==> config.mk <==
export PLATFORM = sky130hd
export DESIGN_NAME = aura_top_flat
export DESIGN_NICKNAME = d
export VERILOG_FILES = /design/src/rtl/aura_top_if.sv /design/src/rtl/aura_top.sv /design/src/flat_wrapper.sv
export SDC_FILE = /design/constraint.sdc
export NUM_CORES = 2
export LEC_CHECK = 0
export CORE_MARGIN = 4
export CORE_UTILIZATION = 65
export CTS_BUF_LIST = sky130_fd_sc_hd__clkbuf_2 sky130_fd_sc_hd__clkbuf_4 sky130_fd_sc_hd__clkbuf_8
export CTS_CLUSTER_SIZE = 10
export DETAILED_ROUTE_END_ITERATION = 8
export PLACE_DENSITY = 0.84
export SLEW_MARGIN = 10
export SYNTH_ARGS = -nofsm -noshare
export SYNTH_HDL_FRONTEND = slang
export SYNTH_SLANG_ARGS = --single-unit
==> constraint.sdc <==
create_clock -name clk -period 15.3 [get_ports clk]
set_input_delay 4.59 -clock clk [delete_from_list [all_inputs] [get_ports clk]]
set_output_delay 4.59 -clock clk [all_outputs]
set_load 0.02 [all_outputs]
==> src/rtl/aura_top_if.sv <==
// aura_top_if: memory bus between the attention engine and the memory system.
//   master (engine) : drives proc2mem_command/addr/data, receives the tags and load data.
//   slave  (memory) : the reverse direction.
// Command encoding: 2'd0 NONE, 2'd1 LOAD, 2'd2 STORE.
interface aura_top_if;
  logic [1:0]  proc2mem_command;
  logic [31:0] proc2mem_addr;
  logic [63:0] proc2mem_data;
  logic [3:0]  mem2proc_transaction_tag;
  logic [63:0] mem2proc_data;
  logic [3:0]  mem2proc_data_tag;

  modport master (
    output proc2mem_command,
    output proc2mem_addr,
    output proc2mem_data,
    input  mem2proc_transaction_tag,
    input  mem2proc_data,
    input  mem2proc_data_tag
  );

  modport slave (
    input  proc2mem_command,
    input  proc2mem_addr,
    input  proc2mem_data,
    output mem2proc_transaction_tag,
    output mem2proc_data,
    output mem2proc_data_tag
  );
endinterface

==> src/rtl/aura_top.sv <==
// aura_top: hard-max attention engine. For every query row i it streams all K rows,
// finds j* = argmax_j dot(Q[i], K[j]) and copies V[j*] line by line into O[i].
// Ports:
//   clk  - system clock, rising edge
//   rst  - synchronous active-high reset; restarts from query row 0
//   mem  - aura_top_if.master memory bus (one outstanding transaction at a time)
//   done - high once every O row has been written; held until rst
// Build option: define AURA_ARGMAX_LAST_EN to make ties pick the highest K index
// (>= compare); by default ties pick the lowest K index (> compare).
module aura_top #(
  parameter int unsigned SEQ_LEN = 512,
  parameter int unsigned D_LINES = 8,
  parameter logic [31:0] Q_BASE  = 32'h0000_0000,
  parameter logic [31:0] K_BASE  = 32'h0000_8000,
  parameter logic [31:0] V_BASE  = 32'h0001_0000,
  parameter logic [31:0] O_BASE  = 32'h0001_8000
) (
  input  logic              clk,
  input  logic              rst,
  aura_top_if.master        mem,
  output logic              done
);

  localparam int unsigned IdxW     = (SEQ_LEN > 1) ? $clog2(SEQ_LEN) : 1;
  localparam int unsigned LineW    = (D_LINES > 1) ? $clog2(D_LINES) : 1;
  localparam logic [31:0] RowBytes = 32'(8 * D_LINES);
  localparam logic [IdxW-1:0]  LastRow  = IdxW'(SEQ_LEN - 1);
  localparam logic [LineW-1:0] LastLine = LineW'(D_LINES - 1);

  localparam logic [1:0] MemNone  = 2'd0;
  localparam logic [1:0] MemLoad  = 2'd1;
  localparam logic [1:0] MemStore = 2'd2;

  localparam logic [2:0] StLoadQ  = 3'd0;
  localparam logic [2:0] StLoadK  = 3'd1;
  localparam logic [2:0] StCmp    = 3'd2;
  localparam logic [2:0] StCopyLd = 3'd3;
  localparam logic [2:0] StCopySt = 3'd4;
  localparam logic [2:0] StDone   = 3'd5;

  logic [2:0]              state_q, state_d;
  logic [IdxW-1:0]         i_q, i_d, j_q, j_d, idx_q, idx_d;
  logic [LineW-1:0]        l_q, l_d;
  logic [1:0]              cmd_q, cmd_d;
  logic [31:0]             addr_q, addr_d;
  logic [63:0]             wdata_q, wdata_d;
  logic [3:0]              tag_q, tag_d;
  logic                    waiting_q, waiting_d;
  logic signed [31:0]      acc_q, acc_d, best_q, best_d;
  logic [D_LINES*64-1:0]   qbuf_q, qbuf_d;
  logic [63:0]             vline_q, vline_d;

  logic                    idle, accepted, load_accepted, returned, better;
  logic [63:0]             q_line;
  logic signed [31:0]      line_sum;

  function automatic logic [31:0] line_addr(input logic [31:0]      base,
                                            input logic [IdxW-1:0]  row,
                                            input logic [LineW-1:0] line);
    return base + 32'(row) * RowBytes + 32'(line) * 32'd8;
  endfunction

  // Idle: no command on the bus and no load waiting for its data.
  assign idle          = (cmd_q == MemNone) && !waiting_q;
  assign accepted      = (cmd_q != MemNone) && (mem.mem2proc_transaction_tag != 4'd0);
  assign load_accepted = accepted && (cmd_q == MemLoad);
  assign returned      = waiting_q && (mem.mem2proc_data_tag == tag_q);

`ifdef AURA_ARGMAX_LAST_EN
  assign better = (acc_q >= best_q);
`else
  assign better = (acc_q > best_q);
`endif

  // Eight signed int8 lane products of the current Q line against the returned K line.
  always_comb begin
    logic signed [7:0]  qa;
    logic signed [7:0]  kb;
    logic signed [31:0] prod;
    q_line   = qbuf_q[64*l_q +: 64];
    line_sum = '0;
    for (int k = 0; k < 8; k++) begin
      qa       = q_line[8*k +: 8];
      kb       = mem.mem2proc_data[8*k +: 8];
      prod     = 32'(qa) * 32'(kb);
      line_sum = line_sum + prod;
    end
  end

  always_comb begin
    state_d   = state_q;
    i_d       = i_q;
    j_d       = j_q;
    l_d       = l_q;
    idx_d     = idx_q;
    cmd_d     = cmd_q;
    addr_d    = addr_q;
    wdata_d   = wdata_q;
    tag_d     = tag_q;
    waiting_d = waiting_q;
    acc_d     = acc_q;
    best_d    = best_q;
    qbuf_d    = qbuf_q;
    vline_d   = vline_q;

    if (load_accepted) begin
      cmd_d     = MemNone;
      tag_d     = mem.mem2proc_transaction_tag;
      waiting_d = 1'b1;
    end
    if (returned) begin
      waiting_d = 1'b0;
    end

    case (state_q)
      StLoadQ: begin
        if (idle) begin
          cmd_d  = MemLoad;
          addr_d = line_addr(Q_BASE, i_q, l_q);
        end
        if (returned) begin
          qbuf_d[64*l_q +: 64] = mem.mem2proc_data;
          if (l_q == LastLine) begin
            // Start of a query row: fresh search state.
            l_d     = '0;
            j_d     = '0;
            acc_d   = '0;
            best_d  = '0;
            idx_d   = '0;
            state_d = StLoadK;
          end else begin
            l_d = l_q + 1'b1;
          end
        end
      end
      StLoadK: begin
        if (idle) begin
          cmd_d  = MemLoad;
          addr_d = line_addr(K_BASE, j_q, l_q);
        end
        if (returned) begin
          acc_d = acc_q + line_sum;
          if (l_q == LastLine) begin
            l_d     = '0;
            state_d = StCmp;
          end else begin
            l_d = l_q + 1'b1;
          end
        end
      end
      StCmp: begin
        if ((j_q == '0) || better) begin
          best_d = acc_q;
          idx_d  = j_q;
        end
        acc_d = '0;
        if (j_q == LastRow) begin
          state_d = StCopyLd;
        end else begin
          j_d     = j_q + 1'b1;
          state_d = StLoadK;
        end
      end
      StCopyLd: begin
        if (idle) begin
          cmd_d  = MemLoad;
          addr_d = line_addr(V_BASE, idx_q, l_q);
        end
        if (returned) begin
          vline_d = mem.mem2proc_data;
          state_d = StCopySt;
        end
      end
      StCopySt: begin
        if (idle) begin
          cmd_d   = MemStore;
          addr_d  = line_addr(O_BASE, i_q, l_q);
          wdata_d = vline_q;
        end
        // A store is finished as soon as memory accepts it.
        if (accepted && (cmd_q == MemStore)) begin
          cmd_d = MemNone;
          if (l_q == LastLine) begin
            l_d = '0;
            if (i_q == LastRow) begin
              state_d = StDone;
            end else begin
              i_d     = i_q + 1'b1;
              state_d = StLoadQ;
            end
          end else begin
            l_d     = l_q + 1'b1;
            state_d = StCopyLd;
          end
        end
      end
      StDone: begin
        cmd_d = MemNone;
      end
      default: begin
        state_d = StLoadQ;
      end
    endcase
  end

  always_ff @(posedge clk) begin
    if (rst) begin
      state_q   <= StLoadQ;
      i_q       <= '0;
      j_q       <= '0;
      l_q       <= '0;
      idx_q     <= '0;
      cmd_q     <= MemNone;
      addr_q    <= '0;
      wdata_q   <= '0;
      tag_q     <= '0;
      waiting_q <= 1'b0;
      acc_q     <= '0;
      best_q    <= '0;
    end else begin
      state_q   <= state_d;
      i_q       <= i_d;
      j_q       <= j_d;
      l_q       <= l_d;
      idx_q     <= idx_d;
      cmd_q     <= cmd_d;
      addr_q    <= addr_d;
      wdata_q   <= wdata_d;
      tag_q     <= tag_d;
      waiting_q <= waiting_d;
      acc_q     <= acc_d;
      best_q    <= best_d;
    end
  end

  // Pure datapath buffers; always written before being read after reset.
  always_ff @(posedge clk) begin
    qbuf_q  <= qbuf_d;
    vline_q <= vline_d;
  end

  assign mem.proc2mem_command = cmd_q;
  assign mem.proc2mem_addr    = addr_q;
  assign mem.proc2mem_data    = wdata_q;
  assign done                 = (state_q == StDone);

endmodule

==> src/flat_wrapper.sv <==
// flat-port wrapper written by rule: the top's interface ports become plain ports
module aura_top_flat 
#(
  parameter int unsigned SEQ_LEN = 512,
  parameter int unsigned D_LINES = 8,
  parameter logic [31:0] Q_BASE  = 32'h0000_0000,
  parameter logic [31:0] K_BASE  = 32'h0000_8000,
  parameter logic [31:0] V_BASE  = 32'h0001_0000,
  parameter logic [31:0] O_BASE  = 32'h0001_8000
)
  (clk, rst, done, mem_proc2mem_command, mem_proc2mem_addr, mem_proc2mem_data, mem_mem2proc_transaction_tag, mem_mem2proc_data, mem_mem2proc_data_tag);
  aura_top_if mem_i ();
  input  logic clk;
  input  logic rst;
  output logic done;
  output wire logic [$bits(mem_i.proc2mem_command)-1:0] mem_proc2mem_command;
  output wire logic [$bits(mem_i.proc2mem_addr)-1:0] mem_proc2mem_addr;
  output wire logic [$bits(mem_i.proc2mem_data)-1:0] mem_proc2mem_data;
  input wire logic [$bits(mem_i.mem2proc_transaction_tag)-1:0] mem_mem2proc_transaction_tag;
  input wire logic [$bits(mem_i.mem2proc_data)-1:0] mem_mem2proc_data;
  input wire logic [$bits(mem_i.mem2proc_data_tag)-1:0] mem_mem2proc_data_tag;
  assign mem_proc2mem_command = mem_i.proc2mem_command;
  assign mem_proc2mem_addr = mem_i.proc2mem_addr;
  assign mem_proc2mem_data = mem_i.proc2mem_data;
  assign mem_i.mem2proc_transaction_tag = mem_mem2proc_transaction_tag;
  assign mem_i.mem2proc_data = mem_mem2proc_data;
  assign mem_i.mem2proc_data_tag = mem_mem2proc_data_tag;
  aura_top #(.SEQ_LEN(SEQ_LEN), .D_LINES(D_LINES), .Q_BASE(Q_BASE), .K_BASE(K_BASE), .V_BASE(V_BASE), .O_BASE(O_BASE)) u_core (.clk(clk), .rst(rst), .mem(mem_i), .done(done));
endmodule
==> implementation parameters <==
Parameter                              Value

Status
  Result of the run ... completed

Floorplanning
  Initial core utilization ... 0.659
  Rows ... roughly 110
  Overall die width ... 306 um
  Area of the die ... 93500 um^2
  Number of I/O pins ... 173
  Placeable Area ... around 90000 um^2
  Height of the die ... 306 um

CTS
  Number of buffers inserted for hold repair after clock tree synthesis ... 0
  CTS Buffer Depth ... 3
  Clock latency on the worst-skew pair ... roughly 0.84 ns
  Clock Sink Count ... 758
  Number of CTS-inserted buffers ... between 100 and 150
  Clock tree from TritonCTS ... built
  Number of H-tree levels ... 3
  Reg clk slew, reported paths ... 0.07 ns
  Count of buffers added by post-CTS timing repair for setup ... 0
  CTS Root Buffer Type ... clkbuf_8
  Count of instances resized after the clock tree is built ... 0

Synth
  Area of the mapped netlist ... 57600 um^2
  Instance count of the mapped netlist ... 5289
  Flip-flop cell with the highest count after synthesis ... edfxtp_1
  Sequential cell area fraction in the yosys report ... 0.363
  Post-Synth Simple-Gate Area ... 0.149
  Mapped Avg Cell Area ... between 10 and 15 um^2
  Fraction of synthesized cell area in xor and xnor cells ... 0.0284
  Number of register bits inferred by synthesis ... 758
  Area share of fa/ha/maj cells after synthesis ... 0.274
  Number of distinct library cells after synthesis ... 76
  Share of synthesized flip-flops with an asynchronous set or reset ... 0
  Synth Area in Compound Gates ... 0.0512
  Number of enable flip-flop cells after synthesis ... 576
  Yosys warns ... 0
  Multiplexer fraction of the synthesized cell area ... 0.0608
  Dominant combinational cell family by area after synthesis ... adder cells

Place
  Number of port buffers ... ~150
  Setup slack after placement ... about 1.2 ns
  Global placement routability congestion ... approximately 0.95
  Post-place instance area ... 60200 um^2
  Total half-perimeter wirelength after legalization and detailed placement ... slightly above 100 mm

Timing
  Worst slew slack as a fraction of its limit ... 0.293
  Worst-Margin Slew ... around 1.1 ns
  Endpoints failing hold ... 0
  Clock tree skew after final layout ... 0.0501 ns
  Pins Over Slew Limit ... 0
  Share of the cycle needed by the critical path after routing ... 0.870
  Setup total negative slack ... 0 ns
  Final count of negative-setup-slack endpoints ... 0
  Setup repair after global routing missed its margin ... no
  Minimum clock period after layout ... 13.31 ns
  Achievable Freq ... 75.1 MHz
  Final WS setup ... between 1.5 and 2 ns

Setup path
  Worst Reg-to-Reg Cells ... 33
  Startpoint-to-endpoint class of the critical path ... input pin to register
  Buf/Inv on CP ... 7
  Kind of start point of the critical path ... input pin
  Crit-path slowest cell ... clkdlybuf4s50_1
  Cell type with the highest occurrence count on the critical path ... fa_1
  Longest individual stage delay on the worst path ... ~0.75 ns
  Crit Path Max Fanout ... 14
  CP arrival ... 14.01 ns
  Endpoint class of the critical path ... register
  Count of cell instances traversed by the critical path ... 32
  Data required time at the worst endpoint ... approximately 16 ns
  Family with the most delay on the worst path ... adder cells

Routing
  DRT Wirelength ... 147 mm
  Detail Route Antenna Nets ... 0
  Via total after detailed routing ... 39501
  Wirelength per Cell ... 22.1 um
  Number of DRC violations after detailed-routing iteration 0 ... 3785
  Drt first pass iters ... 7
  Number of DRC violations after detailed routing ... 0
  Per-cell via count in the routed design ... 5.94

GRT
  GR Overflow Total ... 0
  Global router's overall resource usage ... 0.320
  Via count of the first global-routing pass ... around 42000
  Largest net degree at the start of global routing ... 87
  Number of antenna violations at the first check in global routing ... 5
  Global-route wire length before repair ... ~230 mm

Layout
  Layout Nets ... around 6400
  Area delta synth->final ... 9.05%
  End-of-flow core utilization ... 0.719
  Post-Layout Inst Area ... between 60000 and 70000 um^2
  Layout cell share with drive strength beyond 1 ... 0.0799

Job
  Max-cap violations ... 0

Worst hold path
  Hold Path Depth ... 2
  Hold WC Path Type ... register to register
[cells by family (layout without fill, tap and decap cells)]
| group | count (synthesis) | count (layout) |
|---|---|---|
| compound gates | 460 | 460 |
| simple gates | 1685 | 1685 |
| other cells | 1 | 21 |
| fa+ha+maj | 903 | 903 |
| buf+inv | 1105 | 1291 |
| xor+xnor | 187 | 187 |
| flops | 758 | 758 |
| mux | 190 | 190 |
[synth_stat cells (5+ instances only)]
master	n	area, um^2
nand2b_1	98	613
and2_1	297	1860
a31oi_1	8	50.1
or4_1	5	37.5
nor3b_1	5	37.5
nand2_1	427	1600
and3_1	58	363
nor4_1	32	200
o21ai_1	13	65.1
a22oi_1	10	75.1
nor2_1	352	1320
xnor2_1	138	1210
a22o_1	42	368
or2_2	7	43.8
a211oi_1	16	120
nand3_1	45	225
buf_4	18	135
clkbuf_1	189	709
edfxtp_1	576	17300
buf_2	17	85.1
a21o_1	56	420
inv_1	853	3200
o21a_1	8	60.1
or3_1	5	31.3
o21ai_0	49	245
nor3_1	39	195
nand4_1	25	156
mux4_2	128	2880
o211ai_1	5	37.5
xor2_1	49	429
o21bai_1	20	150
mux2i_1	61	611
buf_1	21	78.8
nor2b_1	271	1700
ha_1	308	3850
dfxtp_1	182	3640
a21oi_1	187	936
fa_1	595	11900
[tightest hold or removal path, cell delays in order, from the launching register on]
cell	delay [ns]
dfxtp_1	0.31
nand2_1	0.05
a21oi_1	0.05
[per-stage QoR]
| stage | std cells | hold slack (ns) |
|---|---|---|
| 6_report | 6650 | 0.452 |
| 5_1_grt | 6649 | 0.477 |
| 4_1_cts | 6647 | 0.455 |
| 3_5_place_dp | 6423 | 0.446 |
| 3_3_place_gp | 6423 | 0.440 |
| 2_1_floorplan | 5306 | 0.445 |
[flip-flops by register name, summed over array words and instances (netlist names)]
signal and cells:
u_core.acc_q 32, u_core.best_q 32, u_core.i_q 9, u_core.idx_q 9, u_core.j_q 9, u_core.l_q 3, u_core.mem.proc2mem_addr 14, u_core.mem.proc2mem_command 2
u_core.mem.proc2mem_data 64, u_core.qbuf_q 512, u_core.state_q 3, u_core.tag_q 4, u_core.vline_q 64, u_core.waiting_q 1
[placed cells by master (no fill, tap or decap), drive strengths merged, types with 26 or more instances in the layout]
master,synthesis,layout
xor2,49,49
o21ai,63,63
mux2i,61,61
inv,855,859
and3,58,58
a22o,42,42
xnor2,138,138
nand2,427,427
a21o,56,56
and2,297,297
nor2,352,352
nor3,39,39
clkdlybuf4s50,0,153
nor2b,271,271
buf,60,58
mux4,128,128
clkbuf,189,185
dfxtp,182,182
nand3,45,45
fa,595,595
nand2b,98,98
ha,308,308
a21oi,187,187
edfxtp,576,576
clkinv,1,26
nor4,32,32
[area by class of cell]
class,instances,area (um^2)
Clock buffer,185,2200
Fill cell,5965,24600
Clock inverter,39,425
Multi-Input combinational cell,3443,32600
Inverter,856,3220
Sequential cell,758,20900
Antenna cell,3,7.51
Timing Repair Buffer,211,1980
Tap cell,1155,1450
[layer usage]
| metal | up-vias | GRT usage | routed length, um |
|---|---|---|---|
| met2 | 2013 | 0.526 | 70900 |
| met3 | 459 | 0.0587 | 13200 |
| met1 | 19631 | 0.415 | 54800 |
| met5 | - | 0 | 16 |
| li1 | 17396 | - | - |
| met4 | 2 | 0.153 | 7910 |
[path summary, 6_finish.rpt]
| kind | from | endpoint | slack (ns) |
|---|---|---|---|
| hold / removal | u_core.mem.proc2mem_data[62] | u_core.mem.proc2mem_data[62] | 0.45 |
| setup reg to reg | u_core.l_q[1] | u_core.acc_q[25] | 3.72 |
| setup / recovery | mem_mem2proc_data[42] | u_core.acc_q[25] | 1.99 |
| hold reg to reg | u_core.mem.proc2mem_data[62] | u_core.mem.proc2mem_data[62] | 0.45 |
Power is not shown: default switching activity piles up to over one toggle a cycle in this logic, so the estimate is an artifact.
